==> src/rtl/serial_paralelo_rx.sv <==
// Serial lane deserializer: COM (8'hBC) alignment, lock after BC_COUNT COMs, data byte delivery.
// Optional RX_LOSS_DETECT_EN drops lock after more than MAX_DATA_RUN data bytes without a COM.
module serial_paralelo_rx #(
  parameter logic [7:0]  COM_SYM      = 8'hBC,
  parameter int unsigned BC_COUNT     = 4,
  parameter int unsigned MAX_DATA_RUN = 16
) (
  input  logic       clk_8f,
  input  logic       reset,
  input  logic       data_in,
  output logic [7:0] data_out,
  output logic       valid_out,
  output logic       active,
  output logic       byte_strobe
);

  generate
    if (BC_COUNT < 2 || BC_COUNT > 15 ||
        MAX_DATA_RUN < 1 || MAX_DATA_RUN > 255) begin : g_bad_param
      $error("serial_paralelo_rx: parameter out of range");
    end
  endgenerate

  typedef enum logic [1:0] {
    SEARCH   = 2'd0,
    ALIGNING = 2'd1,
    LOCKED   = 2'd2
  } state_t;

  state_t     state_q, state_d;
  logic [7:0] sr_q, sr_d;
  logic [2:0] bit_cnt_q, bit_cnt_d;
  logic [3:0] com_cnt_q, com_cnt_d;
  logic [7:0] data_q, data_d;
  logic       valid_q, valid_d;
  logic       active_q, active_d;
  logic       strobe_q, strobe_d;
  logic [7:0] nb;
  logic       boundary;
  logic       is_com;
`ifdef RX_LOSS_DETECT_EN
  logic [7:0] run_q, run_d;
`endif

  assign nb       = {sr_q[6:0], data_in};
  assign boundary = (bit_cnt_q == 3'd7);
  assign is_com   = (nb == COM_SYM);

  always_comb begin
    state_d   = state_q;
    sr_d      = nb;
    bit_cnt_d = bit_cnt_q + 3'd1;
    com_cnt_d = com_cnt_q;
    data_d    = data_q;
    valid_d   = valid_q;
    active_d  = active_q;
    strobe_d  = 1'b0;
`ifdef RX_LOSS_DETECT_EN
    run_d     = run_q;
`endif
    unique case (state_q)
      SEARCH: begin
        data_d   = 8'h00;
        valid_d  = 1'b0;
        active_d = 1'b0;
        if (is_com) begin
          bit_cnt_d = 3'd0;
          com_cnt_d = 4'd1;
          state_d   = ALIGNING;
        end
      end
      ALIGNING: begin
        data_d  = 8'h00;
        valid_d = 1'b0;
        if (boundary) begin
          strobe_d = 1'b1;
          if (is_com) begin
            com_cnt_d = com_cnt_q + 4'd1;
            if (com_cnt_q + 4'd1 == BC_COUNT[3:0]) begin
              state_d  = LOCKED;
              active_d = 1'b1;
`ifdef RX_LOSS_DETECT_EN
              run_d    = 8'd0;
`endif
            end
          end else begin
            com_cnt_d = 4'd0;
            state_d   = SEARCH;
          end
        end
      end
      LOCKED: begin
        if (boundary) begin
          strobe_d = 1'b1;
          if (is_com) begin
            valid_d = 1'b0;
`ifdef RX_LOSS_DETECT_EN
            run_d   = 8'd0;
`endif
          end else begin
            data_d  = nb;
            valid_d = 1'b1;
`ifdef RX_LOSS_DETECT_EN
            run_d   = run_q + 8'd1;
            // this byte would exceed the run limit: discard it and relink
            if (run_q == MAX_DATA_RUN[7:0]) begin
              state_d   = SEARCH;
              active_d  = 1'b0;
              valid_d   = 1'b0;
              data_d    = 8'h00;
              com_cnt_d = 4'd0;
              run_d     = 8'd0;
            end
`endif
          end
        end
      end
      default: state_d = SEARCH;
    endcase
  end

  always_ff @(posedge clk_8f) begin
    if (reset) begin
      state_q   <= SEARCH;
      sr_q      <= 8'h00;
      bit_cnt_q <= 3'd0;
      com_cnt_q <= 4'd0;
      data_q    <= 8'h00;
      valid_q   <= 1'b0;
      active_q  <= 1'b0;
      strobe_q  <= 1'b0;
`ifdef RX_LOSS_DETECT_EN
      run_q     <= 8'd0;
`endif
    end else begin
      state_q   <= state_d;
      sr_q      <= sr_d;
      bit_cnt_q <= bit_cnt_d;
      com_cnt_q <= com_cnt_d;
      data_q    <= data_d;
      valid_q   <= valid_d;
      active_q  <= active_d;
      strobe_q  <= strobe_d;
`ifdef RX_LOSS_DETECT_EN
      run_q     <= run_d;
`endif
    end
  end

  assign data_out    = data_q;
  assign valid_out   = valid_q;
  assign active      = active_q;
  assign byte_strobe = strobe_q;

endmodule
==> config.mk <==
export PLATFORM = sky130hd
export DESIGN_NAME = serial_paralelo_rx
export DESIGN_NICKNAME = d
export VERILOG_FILES = /design/src/rtl/serial_paralelo_rx.sv
export SDC_FILE = /design/constraint.sdc
export NUM_CORES = 1
export LEC_CHECK = 0
export BUFFER_PORTS_ARGS = -buffer_cell sky130_fd_sc_hd__buf_2
export CAP_MARGIN = 20
export CORE_AREA = 2 2 49 51
export CTS_CLUSTER_SIZE = 8
export DETAILED_ROUTE_END_ITERATION = 10
export DIE_AREA = 0 0 51 53
export PLACE_DENSITY = 0.79
export SLEW_MARGIN = 20
export SYNTH_ARGS = -nofsm -noshare
export SYNTH_HDL_FRONTEND = slang
export SYNTH_SLANG_ARGS = --single-unit
==> constraint.sdc <==
create_clock -name clk_8f -period 3.1 [get_ports clk_8f]
set_clock_uncertainty 0.2 [all_clocks]
set_input_delay 0.465 -clock clk_8f [delete_from_list [all_inputs] [get_ports clk_8f]]
set_output_delay 0.465 -clock clk_8f [all_outputs]
set_load 0.02 [all_outputs]
==> out/qor.yml <==
cts:
  post_cts_buffers: 0
  root_buffer: "clkbuf_4"
  cts_buffer_depth: 2
  cts_tree: "built"
  postCtsHoldBufs: 0
  cts-resized-gates: 0
  htree_levels: 1
  clock-sinks: 27
  clkLatencyLatePin_ns: 0.33
  numCtsBuffers: 3
  clkSlewWorstSetupHoldPaths_ns: 0.15
logic_synthesis:
  synth_fp_nets: 139
  yosys_most_used_dff: "dfxtp_1"
  synth_warnings: 0
  synth_seq_cells: 27
  synth-seq-area-share_pct: 44.22
  synthArstFlopShare_pct: 0
  netlist_instances: 127
  synth_edf_count: 0
  ys_types: 27
  syn_area_um2: 1222
  syn_area_per_cell_um2: 9.625
timing:
  min_period_over_period_pct: 70.18
  post-route-min-period_ns: 2.176
  worstMarginPinSlew_ns: 0.6183
  tns_ns: 0
  max_freq_mhz: 459.6
  setup_viol: 0
  rsz0062_at_grt: "false"
  slew_viol_final: 0
  slew_headroom_pct: 58.78
  hold_violations: 0
finish:
  insertedDiodeCount: 0
  final_cells: 168
  area_growth_pct: 9.212
  layout-drive-gt1-share_pct: 15.71
  nets: 153
hold_path:
  hp-class: "primary input to flip-flop"
  min_from: "data_in"
worst_setup_path:
  path_max_fanout: 4
  crit_type: "flip-flop to flip-flop"
  worst_ep_arrival_time_ns: 2.19
  endpoint_kind: "flip-flop"
  timing.reg2reg.setup_slack_ns: 0.92
  r2r_cells: 5
  r2r-start: "sr_q[5]$_SDFF_PP0_"
  setup.worst_path.start: "sr_q[5]$_SDFF_PP0_"
  rr_endpoint: "com_cnt_q[2]$_SDFFE_PP0P_"
  cp-endpoint: "com_cnt_q[2]$_SDFFE_PP0P_"
  worstPathRequired_ns: 3.12
  startpoint_type: "flip-flop"
floorplan:
  die-height_um: 53
  fp.dieW_um: 51
  core_um2: 2148
  num_rows: 17
  initial_utilization_pct: 56.90
  die-area_um2: 2703
  ios: 14
pwr:
  powerDensity_nw_per_um2: 390.3
  vdd_drop_max_mv: 0.3894
  p_leak_uw: 0.0006214
placed_design:
  dp.cells: 164
  place.gp.congestion: 0.7708
  portBuffers: 13
  hpwl_um: 1532
drt:
  vias: 911
  drt_iter0_markers: 18
  routed_via_density: 5.423
  totalWireLength_um: 2157
  postRouteAntennaNets: 0
  drt-pass1-iter-count: 4
  avgRoutedWirePerCell_um: 12.84
  drc: 0
grt:
  track_usage_pct: 18.48
  grt_overflow: 0
  antenna_found_initial: 0
  grt_first_pass_wirelength_um: 3719
  grt_max_degree: 29
  grt_pass1_vias: 850
status:
  status: "completed"
job:
  drv_cap: 0
## registers in the layout (all words and copies together), names as in the netlist
register / count
data_out: 8
bit_cnt_q: 3
sr_q: 7
active: 1
byte_strobe: 1
state_q: 2
valid_out: 1
com_cnt_q: 4
## final cells by class
type | instances | area, um2
Sequential cell | 27 | 540.5
Tap cell | 28 | 35.03
Inverter | 4 | 15.01
Clock buffer | 3 | 22.52
Timing Repair Buffer | 13 | 65.06
Clock inverter | 1 | 5.005
Multi-Input combinational cell | 92 | 651.9
Fill cell | 183 | 813.3
## layout by cell type, fill, tap and decap left out, drive strengths merged
cell     n
a21oi    7
o32ai    2
nand2b   5
clkinv   1
nand4    2
nand3    2
clkbuf   3
buf     13
o211ai   1
or4b     1
nand2    4
a211o    1
or3      1
mux2i   10
dfxtp   27
inv      4
nor2    12
and2    12
a31oi    1
or2      1
ha       9
a211oi   2
nor3     2
o21ai    5
and3     1
nor2b   11
## stage by stage
stage	total power (uW)	hold slack, ns	area [um2]	utilization, %	worst slack (ns)
2_1_floorplan	372.7	0.1984	1222	-	1.036
3_3_place_gp	375.6	0.2076	1308	60.86	0.8809
3_5_place_dp	376.4	0.2245	1308	60.86	0.7772
4_1_cts	522.2	0.1663	1335	62.14	0.9461
5_1_grt	539.2	0.1749	1335	62.14	0.8029
6_report	521.1	0.1676	1335	62.14	0.9243
## critical path, cell delays in order, from the launching register on
cell     delay [ns]
dfxtp_1        0.35
or4b_4         0.54
nor2_1         0.26
and2_1         0.24
nand2_1        0.11
o32ai_1        0.36
## worst min path at each step
| stage | endpoint | slack [ns] | cells past startpoint |
|---|---|---|---|
| 2_1_floorplan | bit_cnt_q[0]$_SDFF_PP0_ | 0.20 | 1 |
| 3_3_place_gp | bit_cnt_q[0]$_SDFF_PP0_ | 0.21 | 1 |
| 3_5_place_dp | bit_cnt_q[0]$_SDFF_PP0_ | 0.22 | 1 |
| 4_1_cts | sr_q[0]$_SDFF_PP0_ | 0.17 | 2 |
| 5_1_grt | sr_q[0]$_SDFF_PP0_ | 0.17 | 2 |
| 6_report | sr_q[0]$_SDFF_PP0_ | 0.17 | 2 |
## cell usage after synthesis, drive strengths merged, types with 4 or more instances
| cell | instances | area share (%) |
|---|---|---|
| a21oi | 7 | 3.2 |
| clkbuf | 4 | 1.2 |
| inv | 4 | 1.2 |
| and2 | 12 | 6.1 |
| nor2b | 11 | 5.6 |
| ha | 9 | 9.2 |
| nand2b | 5 | 2.6 |
| nor2 | 12 | 3.7 |
| mux2i | 10 | 8.2 |
| nand2 | 4 | 1.2 |
| dfxtp | 27 | 44 |
| o21ai | 5 | 2.0 |
## power by group
part | total (uW) | leakage, uW | internal [uW] | switching [uW]
Combinational | 14.0 | 0.000385 | 5.72 | 8.24
Clock | 152 | 0.0000177 | 48.4 | 104
Sequential | 355 | 0.000219 | 352 | 2.43
## cell families (layout without fill, tap and decap cells)
kind of cell	count (synthesis)	count (layout)	synth area share [%]
buf+inv	8	21	2.456
fa+ha+maj	9	9	9.212
flops	27	27	44.22
simple gates	54	54	24.77
mux	10	10	8.189
compound gates	19	19	11.16
## layer usage
metal  GRT usage (%)  wire length (um)  up-vias  share of wire, %
li1                -                 -      454                 -
met1           22.65              1048      437                49
met2           31.60              1021       16                47
met3           2.542                55        4               2.5
met4           9.459                31        0               1.4
met5               0                 0        -                 0
Power figures use the tool's default switching activity.
